$ cat src/rtl/playback_serializer_if.sv
// Controller command/status and clip BRAM read-port signals of the playback serializer.
// The serializer takes the slave side; the controller/BRAM owner takes the master side.
interface playback_serializer_if #(
    parameter int WORD_W = 16,
    parameter int ADDR_W = 17
) ();
    logic              start;
    logic              abort;
    logic [ADDR_W-1:0] startAddress;
    logic [ADDR_W-1:0] wordCount;
    logic [WORD_W-1:0] memData;
    logic              memEn;
    logic [ADDR_W-1:0] memAddr;
    logic              audioOut;
    logic              busy;
    logic              done;

    modport slave (
        input  start, abort, startAddress, wordCount, memData,
        output memEn, memAddr, audioOut, busy, done
    );

    modport master (
        output start, abort, startAddress, wordCount, memData,
        input  memEn, memAddr, audioOut, busy, done
    );
endinterface

$ cat src/rtl/playback_serializer.sv
// Streams a run of packed PDM words from a clip BRAM out MSB-first, one bit per CLK_DIV clocks,
// with a one-word prefetch buffer so word boundaries carry no gap.
module playback_serializer #(
    parameter int WORD_W  = 16,
    parameter int ADDR_W  = 17,
    parameter int CLK_DIV = 50
) (
    input logic                   clock,
    input logic                   reset,
    playback_serializer_if.slave  bus
);
    localparam int BIT_W = $clog2(WORD_W);
    localparam int DIV_W = $clog2(CLK_DIV);

    typedef enum logic [1:0] {IDLE, FETCH, WAIT, PLAY} state_t;

    state_t            state, state_nx;
    logic [ADDR_W-1:0] addr, addr_nx;
    logic [ADDR_W-1:0] remaining, remaining_nx;
    logic [ADDR_W-1:0] mem_addr, mem_addr_nx;
    logic [WORD_W-1:0] shift_reg, shift_nx;
    logic [WORD_W-1:0] next_buf, next_buf_nx;
    logic [BIT_W-1:0]  bit_idx, bit_idx_nx;
    logic [DIV_W-1:0]  div_cnt, div_cnt_nx;
    logic              mem_en, mem_en_nx;
    logic              audio_out, audio_nx;
    logic              done_r, done_nx;

    always_comb begin
        // NOTE: every variable gets a default before the case so no path leaves it unassigned (no latch).
        state_nx     = state;
        addr_nx      = addr;
        remaining_nx = remaining;
        mem_addr_nx  = mem_addr;
        shift_nx     = shift_reg;
        next_buf_nx  = next_buf;
        bit_idx_nx   = bit_idx;
        div_cnt_nx   = div_cnt;
        mem_en_nx    = 1'b0;
        done_nx      = 1'b0;
        audio_nx     = 1'b0;

        unique case (state)
            IDLE: begin
                if (bus.start && !bus.abort) begin
                    if (bus.wordCount != '0) begin
                        addr_nx      = bus.startAddress;
                        remaining_nx = bus.wordCount;
                        mem_en_nx    = 1'b1;
                        mem_addr_nx  = bus.startAddress;
                        state_nx     = FETCH;
                    end else begin
                        done_nx = 1'b1;
                    end
                end
            end
            FETCH: state_nx = WAIT;
            WAIT: begin
                shift_nx   = bus.memData;
                bit_idx_nx = '0;
                div_cnt_nx = '0;
                state_nx   = PLAY;
                // The prefetch read is issued in the first PLAY cycle of every word.
                if (remaining > ADDR_W'(1)) begin
                    mem_en_nx   = 1'b1;
                    mem_addr_nx = addr + ADDR_W'(1);
                end
            end
            PLAY: begin
                if (bit_idx == '0 && div_cnt == DIV_W'(1) && remaining > ADDR_W'(1))
                    next_buf_nx = bus.memData;
                if (div_cnt == DIV_W'(CLK_DIV - 1)) begin
                    div_cnt_nx = '0;
                    if (bit_idx == BIT_W'(WORD_W - 1)) begin
                        if (remaining > ADDR_W'(1)) begin
                            shift_nx     = next_buf;
                            addr_nx      = addr + ADDR_W'(1);
                            remaining_nx = remaining - ADDR_W'(1);
                            bit_idx_nx   = '0;
                            if (remaining > ADDR_W'(2)) begin
                                mem_en_nx   = 1'b1;
                                mem_addr_nx = addr + ADDR_W'(2);
                            end
                        end else begin
                            state_nx = IDLE;
                            done_nx  = 1'b1;
                        end
                    end else begin
                        shift_nx   = shift_reg << 1;
                        bit_idx_nx = bit_idx + BIT_W'(1);
                    end
                end else begin
                    div_cnt_nx = div_cnt + DIV_W'(1);
                end
            end
            default: state_nx = IDLE;
        endcase

        if (state != IDLE && bus.abort) begin
            state_nx  = IDLE;
            mem_en_nx = 1'b0;
            done_nx   = 1'b0;
        end

        // Registering the next MSB keeps audioOut glitch-free and aligned with the shift register.
        if (state_nx == PLAY) audio_nx = shift_nx[WORD_W-1];
    end

    always_ff @(posedge clock) begin
        if (reset) begin
            state     <= IDLE;
            addr      <= '0;
            remaining <= '0;
            mem_addr  <= '0;
            shift_reg <= '0;
            next_buf  <= '0;
            bit_idx   <= '0;
            div_cnt   <= '0;
            mem_en    <= 1'b0;
            audio_out <= 1'b0;
            done_r    <= 1'b0;
        end else begin
            // NOTE: non-blocking assignments so every register samples pre-edge values.
            state     <= state_nx;
            addr      <= addr_nx;
            remaining <= remaining_nx;
            mem_addr  <= mem_addr_nx;
            shift_reg <= shift_nx;
            next_buf  <= next_buf_nx;
            bit_idx   <= bit_idx_nx;
            div_cnt   <= div_cnt_nx;
            mem_en    <= mem_en_nx;
            audio_out <= audio_nx;
            done_r    <= done_nx;
        end
    end

    assign bus.memEn    = mem_en;
    assign bus.memAddr  = mem_addr;
    assign bus.audioOut = audio_out;
    assign bus.busy     = (state != IDLE);
    assign bus.done     = done_r;
endmodule
$ cat src/flat_wrapper.sv
// flat-port wrapper written by rule: the top's interface ports become plain ports
module playback_serializer_flat 
#(
    parameter int WORD_W  = 16,
    parameter int ADDR_W  = 17,
    parameter int CLK_DIV = 50
)
  (clock, reset, bus_start, bus_abort, bus_startAddress, bus_wordCount, bus_memData, bus_memEn, bus_memAddr, bus_audioOut, bus_busy, bus_done);
  playback_serializer_if #(.WORD_W(WORD_W), .ADDR_W(ADDR_W)) bus_i ();
  input logic clock;
  input logic reset;
  input wire logic [$bits(bus_i.start)-1:0] bus_start;
  input wire logic [$bits(bus_i.abort)-1:0] bus_abort;
  input wire logic [$bits(bus_i.startAddress)-1:0] bus_startAddress;
  input wire logic [$bits(bus_i.wordCount)-1:0] bus_wordCount;
  input wire logic [$bits(bus_i.memData)-1:0] bus_memData;
  output wire logic [$bits(bus_i.memEn)-1:0] bus_memEn;
  output wire logic [$bits(bus_i.memAddr)-1:0] bus_memAddr;
  output wire logic [$bits(bus_i.audioOut)-1:0] bus_audioOut;
  output wire logic [$bits(bus_i.busy)-1:0] bus_busy;
  output wire logic [$bits(bus_i.done)-1:0] bus_done;
  assign bus_i.start = bus_start;
  assign bus_i.abort = bus_abort;
  assign bus_i.startAddress = bus_startAddress;
  assign bus_i.wordCount = bus_wordCount;
  assign bus_i.memData = bus_memData;
  assign bus_memEn = bus_i.memEn;
  assign bus_memAddr = bus_i.memAddr;
  assign bus_audioOut = bus_i.audioOut;
  assign bus_busy = bus_i.busy;
  assign bus_done = bus_i.done;
  playback_serializer #(.WORD_W(WORD_W), .ADDR_W(ADDR_W), .CLK_DIV(CLK_DIV)) u_core (.clock(clock), .reset(reset), .bus(bus_i));
endmodule
$ cat config.mk
export PLATFORM = sky130hd
export DESIGN_NAME = playback_serializer_flat
export DESIGN_NICKNAME = d
export VERILOG_FILES = /design/src/rtl/playback_serializer_if.sv /design/src/rtl/playback_serializer.sv /design/src/flat_wrapper.sv
export SDC_FILE = /design/constraint.sdc
export NUM_CORES = 1
export LEC_CHECK = 0
export CAP_MARGIN = 20
export CORE_MARGIN = 2
export CORE_UTILIZATION = 41
export DETAILED_ROUTE_END_ITERATION = 8
export PLACE_DENSITY = 0.64
export RECOVER_POWER = 25
export SLEW_MARGIN = 5
export SYNTH_ARGS = -nofsm -noshare
export SYNTH_HDL_FRONTEND = slang
export SYNTH_SLANG_ARGS = --single-unit
$ cat constraint.sdc
create_clock -name clock -period 3.8 [get_ports clock]
set_input_delay 0.76 -clock clock [delete_from_list [all_inputs] [get_ports clock]]
set_output_delay 0.76 -clock clock [all_outputs]
set_load 0.03 [all_outputs]
Word level (Yosys, flattened, before mapping)
Cells that the tools add are included.
- bitwise logic cells: 1
- add/sub/neg operators: 5
- eq/ne operators: 15
- muxes and demuxes: 48
- reductions and logical operators: 18
- magnitude comparators: 2
- operators by type and width (cell ; number):
    17-bit 2-to-1 mux ; 14
    17-bit case mux with 2 select lines ; 2
    17-bit case mux with 3 select lines ; 1
    16-bit 2-to-1 mux ; 3
    16-bit case mux with 2 select lines ; 1
    17-bit by 1-bit adder with 17-bit output, second input constant ; 1
    17-bit by 2-bit adder with 17-bit output, second input constant ; 1
    17-bit by 1-bit > comparator with 1-bit output, second input constant ; 1
    17-bit by 2-bit > comparator with 1-bit output, second input constant ; 1
    17-bit nonzero test ; 1
    17-bit by 1-bit subtractor with 17-bit output, second input constant ; 1
    2-bit by 1-bit inequality test with 1-bit output, second input constant ; 7
    1-bit 2-to-1 mux ; 12
    2-bit 2-to-1 mux ; 6
    4-bit 2-to-1 mux ; 3
    6-bit case mux with 2 select lines ; 1
    2-bit case mux with 4 select lines ; 1
    4-bit case mux with 2 select lines ; 1
    8-bit AND reduction ; 1
    6-bit by 1-bit adder with 6-bit output, second input constant ; 1
    2-bit == test, second input constant ; 3
    6-bit by 1-bit == test with 1-bit output, second input constant ; 1
    6-bit == test, second input constant ; 1
    6-bit 2-to-1 mux ; 1
    17 further kinds ; 23
- bits in registers: 98
- bits of input ports: 54
- output and inout port bits: 21

Depth between registers and ports, before layout
Gate-level depths: netlist of the first run.
- depth in word-level cells: 9
- mapped depth: 12
- gate-level depth less buffers: 8

Worst setup path after synthesis of the first run
Ideal clock, no wire load.
- kind: input to register
- start point: input port bus_wordCount[1]
- end point: register u_core.addr[1]
- path buffers: 2
- library setup time: 0.129 ns
- stages: 8
- path slack: 1.381 ns
- data arrival time: 2.290 ns
- cell sequence: nor4_1 nand3_1 o31ai_2 or3_1 buf_2 buf_2 mux2i_1 nor2_1
- word-level cells in the longest chain between the ends: 3
- ends and longest elaborated chain (item ; line ; text):
    start, declared ; flat_wrapper.sv:15 ; input wire logic [$bits(bus_i.wordCount)-1:0] bus_wordCount;
    17-bit nonzero test ; playback_serializer.sv:46 ; if (bus.wordCount != '0) begin
    2-bit by 1-bit inequality test with 1-bit output (no line) ; n/a ;
    6-bit AND reduction (no line) ; n/a ;
    end signal, assigned ; playback_serializer.sv:125 ; addr <= addr_nx;
    end, declared ; playback_serializer.sv:18 ; logic [ADDR_W-1:0] addr, addr_nx;
No other way between the ends.
A chain may end at the register's enable or synchronous reset.

Worst setup path in the final report of the first run
- start point: register u_core.state[0]
- end point: register u_core.addr[1]
- word-level cells in the longest chain between the ends: 3
- ends and longest elaborated chain (item ; line ; text):
    start, declared ; playback_serializer.sv:17 ; state_t state, state_nx;
    start signal, assigned ; playback_serializer.sv:124 ; state <= state_nx;
    2-bit == test / 2-bit zero test (equally long branches) ; playback_serializer.sv:43 ; unique case (state)
    2-bit by 1-bit inequality test with 1-bit output (no line) / 2-bit nonzero test (equally long branches) ; n/a ;
    6-bit AND reduction (no line) ; n/a ;
Parallel ways exist; a longest one is shown, timed or not.

==> metrics, run 1 <==
status=completed; Hold-fix buffers, CTS=0; global route total overflow=0; postcts setup bufs=0; Pleak=0.00234 uW; crit path capture type=flip-flop; DP HPWL=11300 um; Min-Delay Path Class=flip-flop to flip-flop; initial antenna violation count=1; Final setup viols=0; hold slack=453 ps; top cells by count, synth=98 x dfxtp_1, 92 x a21oi_1, 73 x nand2_1, 73 x nor2_1, 40 x clkbuf_1; Critical Path RT=4020 ps; die area=15200 um2; RSZ-0062 raised after global routing=false; TritonCTS clock tree=yes; global-route wire length before repair=27000 um; post-synthesis compound-gate area fraction=29.3%; Synth area leader=dfxtp_1; die width=123 um; Max Cap Viol=0; Slew headroom=24.6%; fin nets=847; critical path type=flip-flop to flip-flop; clock buffer count from CTS=9; Synth warnings=0; Detail Route Antenna Nets=0; XOR/XNOR Fraction of Synth Area=0.902%; CP Data Arrival Time=3360 ps; Slew @ Worst Pin=1130 ps; Die Span Y=123 um; area delta synth->final=18.7%; total wire length=16600 um; DRC Markers=0; mean post-synth cell area=7.83 um2; maximum VDD drop=0.271 mV; Setup TNS Final=0 ps; Synth Flop Type=dfxtp_1; Worst setup SP type=flip-flop; layout cell share with drive strength beyond 1=7.52%; TritonRoute pass-1 iters=6; largest family of logic cells by synthesized area=compound AO/OA/AOI/OAI gates; fin crit period=3140 ps; adder-cell share of the synthesized area=2.79%; final instance area=6910 um2; maximum clock rate=0.319 GHz; Core ar.=13900 um2; top-count cell post-synth=dfxtp_1; Starting DRT DRC Count=705; final hold vios=0; mux contribution to synthesized area=1.40%; Syn Nets=811; largest net degree at the start of global routing=61; DR vias/cell=6.15; Power Density=465 nW/um2; Post-synth EDFFs=0; number of synthesized register bits=98; post-synthesis cell area=5820 um2; all-layer global routing usage=22.3%; dpl cell area=6630 um2; GP Congestion=0.900; Final Skew=8.68 ps; Distinct cells, synth=71; Seq/Total Area, Yosys=33.7%; Crit Path Max Fanout=44; IO Pins=75; CTS root buf=clkbuf_16; Max Slew Vio Count=0; # clock sinks=98; clk slew on worst S/H paths=70 ps; number of port buffers=74; clk_lat worst skew=360 ps; Post-Synth Simple-Gate Area=26.2%; Final Cycle Share=82.5%; PostCTS Resize Cnt=0; count of standard-cell rows=43; async set or reset register ratio after synthesis=0%; Wirelength per Cell=17.1 um; top cell type's share of synthesized area=33.7%; Initial Util=42.0%; vias in the first global route=5421; H-tree lvl count=3; top cells by area, synth=dfxtp_1 34%, a21oi_1 7.9%, nand2_1 4.7%; Post-Synthesis Cells=744; routed via count=5945; clock buffer depth=2
[cells by family (layout without fill, tap and decap cells)]
| family | Yosys count | after routing |
|---|---|---|
| AOI/OAI and AO/OA | 244 | 244 |
| xor gates and xnor gates | 6 | 6 |
| adders and majority gates | 13 | 13 |
| buffers and inverters | 78 | 119 |
| DFF | 98 | 98 |
| muxes | 8 | 8 |
| other | 0 | 1 |
| and+or+nand+nor | 297 | 297 |
[final timing paths]
path | depth (start not counted) | slack, ps | end | startpoint
worst max-delay path | 8 | 660 | u_core.addr[1]$_SDFFE_PP0P_ | u_core.state[0]$_SDFF_PP0_
worst max register to register | 8 | 660 | u_core.addr[1]$_SDFFE_PP0P_ | u_core.state[0]$_SDFF_PP0_
worst min-delay path | 2 | 450 | u_core.next_buf[6]$_SDFFE_PP0P_ | u_core.next_buf[6]$_SDFFE_PP0P_
worst min register to register | 2 | 450 | u_core.next_buf[6]$_SDFFE_PP0P_ | u_core.next_buf[6]$_SDFFE_PP0P_
[report_power, final]
| part | internal [uW] | leakage [uW] | switching [uW] |
|---|---|---|---|
| sequential | 1150 | 0.000800 | 132 |
| clock | 478 | 0.000147 | 451 |
| combinational | 403 | 0.00140 | 600 |
| total | 2030 | 0.00234 | 1180 |
[per-layer routing]
layer	GRT usage, %	wire, um	up-vias
met5	0	0	-
met4	8.38	300	0
met3	3.37	1050	19
met2	35.8	7870	219
met1	30.1	7350	2844
li1	-	-	2863
[through the flow]
| stage | instances | setup slack (ps) | power [uW] | util, % |
|---|---|---|---|---|
| after global routing | 966 | 436 | 3390 | 49.8 |
| final | 966 | 663 | 3210 | 49.8 |
| after global placement | 949 | 625 | 2290 | 47.7 |
| after CTS | 965 | 880 | 3240 | 49.9 |
| after detailed placement | 949 | 535 | 2310 | 47.7 |
| after floorplan | 744 | 1380 | 1990 | - |
[cell usage in the layout, fill, tap and decap left out, types with 4 or more instances in the layout]
cell and count:
nor3_1 30, a31oi_1 6, xor2_1 4, inv_1 15, a22o_1 4, clkdlybuf4s50_1 53
a221oi_1 8, o31ai_1 4, or2_2 5, ha_1 13, o32ai_1 18, a222oi_1 15
nand2b_1 25, or2_0 5, nor4_1 7, or4_1 4, a21oi_1 92, nor2_1 73
nand4_1 12, and3_1 11, nand3_1 17, a311oi_1 8, clkbuf_16 9, o21ai_0 19
a22oi_1 5, a2bb2oi_1 4, dlygate4sd3_1 20, mux2i_1 7, nor2b_1 4, buf_4 14
nand2_1 73, or3_1 7, dfxtp_1 98, a211oi_1 29
[worst max-delay path: stages, from the launching register on]
cell and delay (ps):
dfxtp_1 380, ha_1 930, buf_4 470, o31ai_1 310
o21ai_2 200, or3_1 210, buf_12 230, mux2i_1 210
nor2_1 50
[cell type report]
type / instances / area (um2)
clock inverters: 6 / 57.6
diodes: 1 / 2.50
repair buffers: 88 / 856
well taps: 180 / 225
multi-input cells: 568 / 3510
clock buffers: 10 / 239
fillers: 1347 / 6970
flip-flops and latches: 98 / 1960
inverters: 15 / 56.3
Note: power is estimated with default switching activity, not from simulation.
==> run 2: changes to the inputs <==
--- a/config.mk
+++ b/config.mk
@@ -9,7 +9,7 @@
 export CORE_MARGIN = 2
 export CORE_UTILIZATION = 41
 export DETAILED_ROUTE_END_ITERATION = 8
-export PLACE_DENSITY = 0.64
+export PLACE_DENSITY = 0.67
 export RECOVER_POWER = 25
 export SLEW_MARGIN = 5
 export SYNTH_ARGS = -nofsm -noshare
==> constraint.sdc (replaced) <==
create_clock -name clock -period 2.54 [get_ports clock]
set_input_delay 0.508 -clock clock [delete_from_list [all_inputs] [get_ports clock]]
set_output_delay 0.508 -clock clock [all_outputs]
set_load 0.03 [all_outputs]
==> run 2 against run 1 <==
Register-to-register slack lost 550 ps. Critical path depth shrank 1. Clock-buffer cell count did not move. Final cell count increased by 5.4%. Critical path type unchanged. Non-clock buffer count increased by 53. Flip-flop and latch count unchanged. Maximum frequency increased by 29%. Sequential power up 48%. Total power rose by 59%. Largest power group unchanged.
==> metrics, run 2 (synthesis gave the netlist of run 1 again) <==
status=completed (unchanged); count of standard-cell rows=43 (unchanged); global-route wire length before repair=28300 um (was 27000 um); number of port buffers=74 (unchanged); Slew @ Worst Pin=702 ps (was 1130 ps); Combinational Power Share=33.9% (was 31.2%); Wirelength per Cell=17.1 um (about the same); Max Cap Viol=0 (unchanged); CP Data Arrival Time=2640 ps (was 3360 ps); crit path capture type=flip-flop (unchanged); sw power=1830 uW (was 1180 uW); maximum VDD drop=0.350 mV (was 0.271 mV); DR vias/cell=6.06 (was 6.15); final hold vios=0 (unchanged); Final Skew=10.2 ps (was 8.68 ps); area delta synth->final=27.1% (was 18.7%); layout cell share with drive strength beyond 1=13.7% (was 7.52%); maximum clock rate=0.411 GHz (was 0.319 GHz); multi-input logic area=3540 um2 (was 3510 um2); DRC Markers=0 (unchanged); Max Slew Vio Count=0 (unchanged); Slew headroom=53.2% (was 24.6%); total wire length=17400 um (was 16600 um); global route total overflow=0 (unchanged); Final setup viols=0 (unchanged); initial antenna violation count=0 (was 1); largest net degree at the start of global routing=72 (was 61); TritonCTS clock tree=yes (unchanged); vias in the first global route=5853 (was 5421); Ant. Diodes=0 (was 1); Initial Util=42.0% (unchanged); clk_lat worst skew=360 ps (about the same); critical path type=flip-flop to flip-flop (unchanged); Hold-fix buffers, CTS=0 (unchanged); die width=123 um (unchanged); Core ar.=13900 um2 (unchanged); most common cell after layout, fill and taps aside=dfxtp_1 (unchanged); Worst setup SP type=flip-flop (unchanged); clock buffer depth=2 (unchanged); Pint=3280 uW (was 2030 uW); slowest CP cell=inv_1 (was ha_1); all-layer global routing usage=23.4% (was 22.3%); clk slew on worst S/H paths=70 ps (about the same); Critical Path RT=2740 ps (was 4020 ps); Detail Route Antenna Nets=0 (unchanged); IO Pins=75 (unchanged); Die Span Y=123 um (unchanged); RSZ-0062 raised after global routing=true (was false); CTS root buf=clkbuf_16 (unchanged); commonest cells after routing, fill and taps aside=98 x dfxtp_1, 92 x a21oi_1, 73 x nand2_1, 72 x nor2_1, 63 x buf_4 (was 98 x dfxtp_1, 92 x a21oi_1, 73 x nor2_1, 73 x nand2_1, 53 x clkdlybuf4s50_1); crit-path cells=inv_1 -> ha_1 -> clkbuf_2 -> inv_1 -> o22ai_1 -> a221oi_1 -> a211oi_1 (was ha_1 -> buf_4 -> o31ai_1 -> o21ai_2 -> or3_1 -> buf_12 -> mux2i_1 -> nor2_1); Starting DRT DRC Count=575 (was 705); Sw Ratio=35.8% (was 36.9%); H-tree lvl count=3 (unchanged); Crit Path Max Fanout=18 (was 44); die area=15200 um2 (unchanged); fin crit period=2430 ps (was 3140 ps); CP dominant cell by count=inv_1; Final Cycle Share=95.7% (was 82.5%); TritonRoute pass-1 iters=5 (was 6); Power Density=691 nW/um2 (was 465 nW/um2); routed via count=6166 (was 5945); fin nets=900 (was 847); fill count=1266 (was 1347); Setup TNS Final=0 ps (unchanged); DP HPWL=12100 um (was 11300 um); CP max stage delay=490 ps (was 930 ps); clock buffer count from CTS=9 (unchanged); Min-Delay Path Class=flip-flop to flip-flop (unchanged); Pleak=0.00264 uW (was 0.00234 uW); clock network power share=29.1% (was 29.0%); Core Util, Final=53.3% (was 49.8%); register share of total power=37.0% (was 39.8%); register area=1960 um2 (unchanged); GP Congestion=0.946 (was 0.900); # clock sinks=98 (unchanged)
## run 2: cell types whose count changed in the layout (fill, tap and decap cells not counted), sizes merged
cell	delta
clkdlybuf4s50	-1
buf	+52
clkinv	-1
diode	-1
bufinv	+1
clkbuf	+1
dlymetal6s2s	+1
## run 2: what timing repair did
| action | 4_1_cts | 5_1_grt |
|---|---|---|
| buffers inserted | 0 | 0 |
| pin swaps | 0 | 1 |
| setup endpoints to repair | 14 | 16 |
| gates resized for setup | 1 | 4 |
## run 2: path summary, 6_finish.rpt
path / depth (start not counted) / startpoint / slack [ps] / to
max: 7 / u_core.state[0]$_SDFF_PP0_ / 110 / u_core.bus.memAddr[3]$_SDFFE_PP0P_
min: 2 / u_core.next_buf[8]$_SDFFE_PP0P_ / 450 / u_core.next_buf[8]$_SDFFE_PP0P_
max reg2reg: 7 / u_core.state[0]$_SDFF_PP0_ / 110 / u_core.bus.memAddr[3]$_SDFFE_PP0P_
min reg2reg: 2 / u_core.next_buf[8]$_SDFFE_PP0P_ / 450 / u_core.next_buf[8]$_SDFFE_PP0P_
## run 2: critical path: cells and delay by family, from the launching register on
family / cells / cell delay, ps
buffers and inverters: 3 / 900
flip-flops: 1 / 370
AO/OA/AOI/OAI: 3 / 760
adder cells (fa/ha/maj): 1 / 240
## run 2: final cells by class
| class | instances | share of cell area (%) |
|---|---|---|
| repair buffers | 141 | 17.5 |
| clock buffers | 10 | 3.23 |
| clock inverters | 6 | 1.10 |
| multi-input cells | 568 | 47.9 |
| inverters | 15 | 0.761 |
| well taps | 180 | 3.04 |
| flip-flops and latches | 98 | 26.5 |
## run 2: power groups by stage
stage               Clock (uW)  Combinational, uW  Sequential (uW)
global placement             0               1690             1910
CTS                       1520               1740             1890
finish                    1490               1730             1890
detailed placement           0               1730             1920
global route              1590               1880             1920
floorplan                    0                997             1980
## run 2: stage by stage
step	area [um2]	power (uW)	cells	setup slack, ps	hold WS [ps]
after floorplan	5820	2980	744	206	431
after global placement	7060	3600	1001	-120	437
after detailed placement	7060	3650	1002	-231	443
after CTS	7390	5150	1018	64.5	453
after global routing	7400	5380	1018	-5.50	477
final	7400	5120	1018	108	455
## run 2: metal layers
layer,vias up,track usage (%),wire (um)
li1,2976,-,-
met1,2956,29.6,7810
met2,198,38.7,8210
met3,36,4.38,839
met4,0,10.0,538
met5,-,0,0
==> run 3: changes to the inputs <==
--- a/config.mk
+++ b/config.mk
@@ -5,7 +5,7 @@
 export SDC_FILE = /design/constraint.sdc
 export NUM_CORES = 1
 export LEC_CHECK = 0
-export CAP_MARGIN = 20
+export CORE_ASPECT_RATIO = 0.8
 export CORE_MARGIN = 2
 export CORE_UTILIZATION = 41
 export DETAILED_ROUTE_END_ITERATION = 8
==> run 3 against run 2 <==
Critical path depth grew 2. Final area shrank 2.6%. Total power down 3.2%. Critical path type unchanged. Largest cell class unchanged. Highest routed layer unchanged.
==> metrics, run 3 (synthesis gave the netlist of run 1 again) <==
Setup TNS Final=0 ps (unchanged); crit-path cells=inv_1 -> ha_1 -> nor4b_1 -> nand4_1 -> a31oi_1 -> or3_1 -> buf_4 -> o21ai_0 -> a21oi_1 (was inv_1 -> ha_1 -> clkbuf_2 -> inv_1 -> o22ai_1 -> a221oi_1 -> a211oi_1); Initial Util=42.4% (was 42.0%); Max Slew Vio Count=0 (unchanged); register area=1960 um2 (unchanged); multi-input logic area=3530 um2 (was 3540 um2); routed via count=6090 (was 6166); die area=15200 um2 (about the same); CP max stage delay=480 ps (was 490 ps); Final Skew=13.3 ps (was 10.2 ps); largest net degree at the start of global routing=51 (was 72); fill count=1274 (was 1266); Crit Path Max Fanout=19 (was 18); maximum clock rate=0.421 GHz (was 0.411 GHz); commonest cells after routing, fill and taps aside=98 x dfxtp_1, 92 x a21oi_1, 73 x nor2_1, 73 x nand2_1, 52 x clkdlybuf4s50_1 (was 98 x dfxtp_1, 92 x a21oi_1, 73 x nand2_1, 72 x nor2_1, 63 x buf_4); Worst setup SP type=flip-flop (unchanged); Slew headroom=46.2% (was 53.2%); initial antenna violation count=0 (unchanged); Max Cap Viol=0 (unchanged); clock network power share=28.0% (was 29.1%); WP buf/inv=2 (was 3); # clock sinks=98 (unchanged); Pleak=0.00251 uW (was 0.00264 uW); DRC Markers=0 (unchanged); Slew @ Worst Pin=808 ps (was 702 ps); maximum VDD drop=0.370 mV (was 0.350 mV); number of port buffers=74 (unchanged); sw power=1760 uW (was 1830 uW); fin crit period=2380 ps (was 2430 ps); Critical Path RT=2830 ps (was 2740 ps); clock buffer count from CTS=9 (unchanged); DR vias/cell=6.10 (was 6.06); Combinational Power Share=33.8% (was 33.9%); PostCTS Resize Cnt=1 (unchanged); layout cell share with drive strength beyond 1=11.5% (was 13.7%); DP HPWL=12000 um (was 12100 um); slowest CP cell=nor4b_1 (was inv_1); status=completed (unchanged); Pint=3190 uW (was 3280 uW); global-route wire length before repair=27900 um (was 28300 um); IO Pins=75 (unchanged); global route total overflow=0 (unchanged); most common cell after layout, fill and taps aside=dfxtp_1 (unchanged); register share of total power=38.1% (was 37.0%); Crit path max-delay family=simple AND/OR/NAND/NOR gates (was buffers and inverters); Starting DRT DRC Count=781 (was 575); die width=137 um (was 123 um); CP Data Arrival Time=2660 ps (was 2640 ps); crit path capture type=flip-flop (unchanged); TritonRoute pass-1 iters=6 (was 5); clk_lat worst skew=370 ps (was 360 ps); all-layer global routing usage=22.6% (was 23.4%); critical path type=flip-flop to flip-flop (unchanged); H-tree lvl count=3 (unchanged); R2R Setup Slk=160 ps (was 110 ps); Sw Ratio=35.6% (was 35.8%); count of standard-cell rows=38 (was 43); vias in the first global route=5543 (was 5853); hold slack=452 ps (was 455 ps); Die Span Y=111 um (was 123 um); Power Density=687 nW/um2 (was 691 nW/um2); clk slew on worst S/H paths=70 ps (about the same); area delta synth->final=23.7% (was 27.1%); postcts setup bufs=0 (unchanged); Ant. Diodes=0 (unchanged); CTS root buf=clkbuf_16 (unchanged); GP Congestion=0.942 (was 0.946); Min-Delay Path Class=flip-flop to flip-flop (unchanged); Final setup viols=0 (unchanged); total wire length=17000 um (was 17400 um); TritonCTS clock tree=yes (unchanged); final hold vios=0 (unchanged); RSZ-0062 raised after global routing=false (was true); Wirelength per Cell=17.0 um (was 17.1 um); Detail Route Antenna Nets=0 (unchanged); fin nets=881 (was 900); Hold-fix buffers, CTS=0 (unchanged); Core ar.=13700 um2 (was 13900 um2); Final Cycle Share=93.5% (was 95.7%); clock buffer depth=2 (unchanged)
run 3: cell types whose count changed in the layout (fill, tap and decap cells not counted), sizes merged:
cell / delta
inv: -3
clkinv: +3
dlymetal6s2s: -1
dlygate4sd2: +1
clkbuf: -1
buf: -19
clkinvlp: +1
run 3: layout make-up:
| class | count | area share [%] |
|---|---|---|
| multi-input combinational | 568 | 49.1 |
| sequential | 98 | 27.2 |
| timing repair buffer | 122 | 15.7 |
| clock buffer | 9 | 3.13 |
| tap | 180 | 3.13 |
| clock inverter | 7 | 0.973 |
| inverter | 15 | 0.782 |
run 3: final timing paths:
kind | cells after the start | from | end
setup reg to reg | 9 | u_core.remaining[1]$_SDFFE_PP0P_ | u_core.remaining[11]$_SDFFE_PP0P_
hold reg to reg | 2 | u_core.next_buf[7]$_SDFFE_PP0P_ | u_core.next_buf[7]$_SDFFE_PP0P_
hold / removal | 2 | u_core.next_buf[7]$_SDFFE_PP0P_ | u_core.next_buf[7]$_SDFFE_PP0P_
setup / recovery | 9 | u_core.remaining[1]$_SDFFE_PP0P_ | u_core.remaining[11]$_SDFFE_PP0P_
run 3: tightest hold or removal path, cell delays in order (launching register included):
cell	delay, ps
dfxtp_1	310
nand2_1	50
a21oi_1	50
run 3: per-stage QoR:
step | cell area, um2 | std cells | util, % | total power (uW) | setup slack (ps)
finish | 7200 | 999 | 52.4 | 4950 | 164
global route | 7200 | 999 | 52.4 | 5230 | 2.05
CTS | 7200 | 999 | 52.4 | 4980 | 178
detailed placement | 6910 | 983 | 50.3 | 3600 | -122
global placement | 6910 | 983 | 50.3 | 3550 | -55.1
floorplan | 5820 | 744 | - | 2980 | 206
run 3: routing by layer:
metal | part of all wire, % | vias up | global-route usage, %
li1 | - | 2930 | -
met1 | 48 | 2877 | 33.0
met2 | 44 | 263 | 33.6
met3 | 7.1 | 20 | 4.55
met4 | 1.3 | 0 | 5.91
met5 | 0 | - | 0
run 3: power groups by stage:
stage,logic [uW],clock network [uW],registers [uW]
floorplan,997,0,1980
global placement,1640,0,1910
detailed placement,1680,0,1920
CTS,1680,1420,1880
global route,1830,1490,1910
finish,1680,1390,1890
